[config.mk]
export PLATFORM = sky130hd
export DESIGN_NAME = alu_muldiv_seq
export DESIGN_NICKNAME = d
export VERILOG_FILES = /design/src/rtl/alu_muldiv_seq.sv
export SDC_FILE = /design/constraint.sdc
export NUM_CORES = 1
export LEC_CHECK = 0
export CAP_MARGIN = 30
export CORE_MARGIN = 2
export CORE_UTILIZATION = 50
export CTS_CLUSTER_SIZE = 10
export DETAILED_ROUTE_END_ITERATION = 8
export MAX_ROUTING_LAYER = met4
export PLACE_DENSITY = 0.88
export SLEW_MARGIN = 20
export SYNTH_ARGS = -nofsm -noshare
export SYNTH_HDL_FRONTEND = slang
export SYNTH_SLANG_ARGS = --single-unit
export TNS_END_PERCENT = 20
[constraint.sdc]
create_clock -name clk_i -period 4.2 [get_ports clk_i]
set_input_delay 0.63 -clock clk_i [delete_from_list [all_inputs] [get_ports clk_i]]
set_output_delay 0.63 -clock clk_i [all_outputs]
set_load 0.03 [all_outputs]
[src/rtl/alu_muldiv_seq.sv]
// Multi-cycle 64-bit unsigned multiply/divide sequencer that borrows the execute-stage ALU adder,
// running one shift-add (multiply) or restoring-subtract (divide) step per clock.
module alu_muldiv_seq (
   input  logic        clk_i,
   input  logic        reset_i,
   input  logic        start_i,
   input  logic [1:0]  op_i,
   input  logic [63:0] a_i,
   input  logic [63:0] b_i,
   output logic        busy_o,
   output logic        done_o,
   output logic [63:0] result_o,
   output logic        dbz_o,
   output logic [63:0] alu_a_o,
   output logic [63:0] alu_b_o,
   output logic        alu_cflag_o,
   output logic        alu_sum_en_o,
   output logic        alu_invB_en_o,
   input  logic [63:0] alu_out_i,
   input  logic        alu_cflag_i
);

   typedef enum logic [1:0] {IDLE, RUN, DONE} state_t;

   state_t      state_q, state_d;
   logic [63:0] p_q, p_d;
   logic [63:0] q_q, q_d;
   logic [63:0] m_q, m_d;
   logic [63:0] result_q, result_d;
   logic [1:0]  op_q, op_d;
   logic [5:0]  count_q, count_d;
   logic        done_q, done_d;
   logic        dbz_q, dbz_d;
   logic [63:0] shift_rem;
   logic        shift_out;

   // Divide step works on the 65-bit remainder {shift_out, shift_rem} without a wider adder.
   assign shift_rem = {p_q[62:0], q_q[63]};
   assign shift_out = p_q[63];

   always_comb begin
      alu_a_o       = '0;
      alu_b_o       = '0;
      alu_cflag_o   = 1'b0;
      alu_sum_en_o  = 1'b0;
      alu_invB_en_o = 1'b0;
      if (state_q == RUN) begin
         alu_sum_en_o = 1'b1;
         alu_b_o      = m_q;
         if (op_q[1]) begin
            alu_a_o       = shift_rem;
            alu_invB_en_o = 1'b1;
            alu_cflag_o   = 1'b1;
         end else begin
            alu_a_o = p_q;
         end
      end
   end

   always_comb begin
      state_d  = state_q;
      p_d      = p_q;
      q_d      = q_q;
      m_d      = m_q;
      op_d     = op_q;
      count_d  = count_q;
      result_d = result_q;
      dbz_d    = dbz_q;
      done_d   = 1'b0;
      case (state_q)
         IDLE: begin
            if (start_i) begin
               p_d     = '0;
               q_d     = a_i;
               m_d     = b_i;
               op_d    = op_i;
               count_d = '0;
               if (op_i[1] && (b_i == 64'd0)) begin
                  state_d  = DONE;
                  done_d   = 1'b1;
                  dbz_d    = 1'b1;
                  result_d = op_i[0] ? a_i : '1;
               end else begin
                  state_d = RUN;
               end
            end
         end
         RUN: begin
            if (op_q[1]) begin
               if (shift_out || alu_cflag_i) begin
                  p_d = alu_out_i;
                  q_d = {q_q[62:0], 1'b1};
               end else begin
                  p_d = shift_rem;
                  q_d = {q_q[62:0], 1'b0};
               end
            end else if (q_q[0]) begin
               p_d = {alu_cflag_i, alu_out_i[63:1]};
               q_d = {alu_out_i[0], q_q[63:1]};
            end else begin
               p_d = {1'b0, p_q[63:1]};
               q_d = {p_q[0], q_q[63:1]};
            end
            count_d = count_q + 6'd1;
            if (count_q == 6'd63) begin
               state_d  = DONE;
               done_d   = 1'b1;
               dbz_d    = 1'b0;
               result_d = op_q[0] ? p_d : q_d;
            end
         end
         DONE: begin
            state_d = IDLE;
         end
         default: begin
            state_d = IDLE;
         end
      endcase
   end

   always_ff @(posedge clk_i or negedge reset_i) begin
      if (!reset_i) begin
         state_q  <= IDLE;
         p_q      <= '0;
         q_q      <= '0;
         m_q      <= '0;
         op_q     <= '0;
         count_q  <= '0;
         result_q <= '0;
         done_q   <= 1'b0;
         dbz_q    <= 1'b0;
      end else begin
         state_q  <= state_d;
         p_q      <= p_d;
         q_q      <= q_d;
         m_q      <= m_d;
         op_q     <= op_d;
         count_q  <= count_d;
         result_q <= result_d;
         done_q   <= done_d;
         dbz_q    <= dbz_d;
      end
   end

   assign busy_o   = (state_q != IDLE);
   assign done_o   = done_q;
   assign result_o = result_q;
   assign dbz_o    = dbz_q;

endmodule

==> results.toml <==
[cts]
cts_made_buffers = 34
path_clk_slew_ns = 0.06
cts_hold_buf = 0
cts_resized = 0
insertion_delay_ns = 0.51
clock-root-buffer = "clkbuf_16"
cts-htree-levels = 2
postCtsSetupRepairBufs = 0
tritoncts = "yes"
cts_max_path_buffers = 3
cts_sinks = 268

[placed_design]
post-place-ws_ns = 0.6080
numPortBuffers = 395
dp_hpwl_mm = 36.56
gp_congestion = 0.9678
place_area_mm2 = 0.02038

[synth]
avgSynthCellArea_um2 = 8.778
syn_area_mm2 = 0.01627
yosysWarnings = 0
async_reset_ff_frac = 1.000
yosys_most_used_dff = "dfrtp_1"
synth_seq_cells = 268
synthCells = 1853
synth_seq_area_share = 0.4123
syn-num-nets = 2052
synth_edf_count = 0
ys_types = 42

[setup_path]
arrival_ns = 3.04
cp-end-kind = "output port"
cp_max_fo = 51
crit_type = "flip-flop to output port"
required_ns = 3.57
r2r_slack_ns = 1.15
startpoint_type = "flip-flop"

[floorplanning]
placementRows = 66
dieArea_mm2 = 0.03399
boundaryPins = 396
core_area_mm2 = 0.03229
die_y_um = 184.4
start_util = 0.5038
chipWidth_um = 184.4

[timing]
setup_ws_ns = 0.5288
slew_headroom = 0.2986
fmax_mhz = 272.4
timing.final.crit_share = 0.8741
grt_setup_unrepaired = "no"
slew_violations = 0
final-hold-violation-count = 0
tightest_slew_ns = 1.052
skew_ns = 0.02001
layout_min_cycle_time_ns = 3.671
tns_ns = 0
setup_viol = 0

[layout]
fillers = 2465
fin_area_mm2 = 0.02144
syn2layout_area_growth_pct = 31.78
layout_commonest_cell = "clkdlybuf4s50_1"
drive_gt1_frac = 0.09095
fin_nets = 2342
layout_common_cells = "clkdlybuf4s50_1, nand2_1, dfrtp_1, o21ai_0, mux2i_1"

[worst_hold_path]
min_path_type = "input port to async pin"

[global_route]
grt_pass1_vias = 15800
grt_pass1_wl_mm = 85.07
track_usage = 0.3226
grt_max_degree = 144
overflow = 0
antenna_found_initial = 6

[flow_run]
cap_violations = 0

[power]
p_leak_nw = 9.119
power_frac_comb = 0.599
pwr-share-seq = 0.262
switching_share = 0.4764
net-switching-power_mw = 9.104
irDropWorstVdd_mv = 0.5092
clkPwrFrac = 0.139
power.density_mw_per_mm2 = 891.4
p_int_mw = 10.00

[drt]
wl_per_cell_um = 20.90
ant_nets = 0
drt-vias-per-instance = 6.154
first_pass_iters = 8
wl_mm = 54.41
route.detailed.drc = 0
vias = 16020
drt-initial-drc-count = 1599

[run_status]
status = "finished clean"
-- worst max-delay path: stages, from the launching register on --
cell             delay (ns)
dfrtp_4                0.89
buf_4                  0.49
mux2i_1                0.15
nor2_1                 0.23
clkdlybuf4s50_1        0.72
-- cell usage after synthesis, types with 2 or more instances --
library cell / n / area share
buf_1: 12 / 0.0028
nor4_1: 16 / 0.0062
buf_4: 7 / 0.0032
nand3_1: 124 / 0.038
o22ai_1: 2 / 0.00077
nand4_1: 6 / 0.0023
a211oi_1: 2 / 0.00092
nand3b_1: 2 / 0.00092
a21oi_1: 5 / 0.0015
o32ai_2: 40 / 0.040
a22oi_1: 2 / 0.00092
and2_1: 67 / 0.026
mux2i_1: 191 / 0.12
a221o_1: 62 / 0.038
mux2_2: 63 / 0.044
o21ai_0: 254 / 0.078
a21o_1: 3 / 0.0014
o32ai_1: 22 / 0.012
and3_1: 3 / 0.0012
o31ai_1: 2 / 0.00092
dfrtp_1: 268 / 0.41
clkbuf_1: 119 / 0.027
nor2_1: 136 / 0.031
buf_2: 30 / 0.0092
buf_6: 5 / 0.0035
a31oi_1: 4 / 0.0015
nand2_1: 387 / 0.089
inv_1: 5 / 0.0012
-- registers in the layout (all words and copies together), names as in the netlist --
register	flops
done_o	1
m_q	64
result_o	64
q_q	64
dbz_o	1
op_q	2
count_q	6
p_q	64
state_q	2
-- power groups by stage --
stage	Sequential [mW]	Combinational, mW	Clock, mW
after CTS	4.96	11.4	2.68
final	5.01	11.4	2.65
after detailed placement	4.98	11.3	0
after global placement	4.91	10.9	0
after global routing	5.14	12.4	2.80
after floorplan	4.69	7.97	0
-- area by class of cell --
type	instances	area [µm²]	area share
multi-input combinational	1407	8837	0.4123
sequential	268	6714	0.3132
timing repair buffer	427	4319	0.2015
clock buffer	45	953.4	0.04448
tap	442	553.0	0.02580
clock inverter	3	22.52	0.001051
inverter	5	21.27	0.0009923
antenna	6	15.01	0.0007004
-- logic make-up after synthesis --
logic type,synth area share
fa+ha+maj,0.0007691
flops,0.4123
compound gates,0.1795
mux,0.1612
xor+xnor,0.0005386
buf+inv,0.04731
simple gates,0.1985
-- stage by stage --
step	hold slack, ns	utilization	instances	power (mW)
4_1_cts	0.2151	0.6613	2594	19.01
2_1_floorplan	0.3344	-	1853	12.66
6_report	0.1616	0.6639	2603	19.11
3_3_place_gp	0.4495	0.6305	2545	15.84
3_5_place_dp	0.4542	0.6311	2546	16.24
5_1_grt	0.2504	0.6639	2603	20.33
-- routing by layer --
metal  track usage  up-vias  part of all wire
li1              -     7141                 -
met2        0.5101     1023              0.47
met1        0.3855     7655              0.38
met3       0.08378      201              0.10
met4        0.1533        0             0.050
met5             -        -                 0
-- path summary, 6_finish.rpt --
check                                       startpoint                       end  cells after the start
worst max register to register  state_q[1]$_DFFE_PN0P_  result_o[49]$_DFFE_PN0P_                      8
max in group asynchronous                      reset_i       m_q[61]$_DFFE_PN0P_                      2
min in group clk_i                 m_q[18]$_DFFE_PN0P_       m_q[18]$_DFFE_PN0P_                      2
worst max-delay path               op_q[1]$_DFFE_PN0P_               alu_a_o[45]                      4
worst min register to register     m_q[18]$_DFFE_PN0P_       m_q[18]$_DFFE_PN0P_                      2
worst min-delay path                           reset_i       p_q[20]$_DFFE_PN0P_                      1
Note: power is estimated with default switching activity, not from simulation.
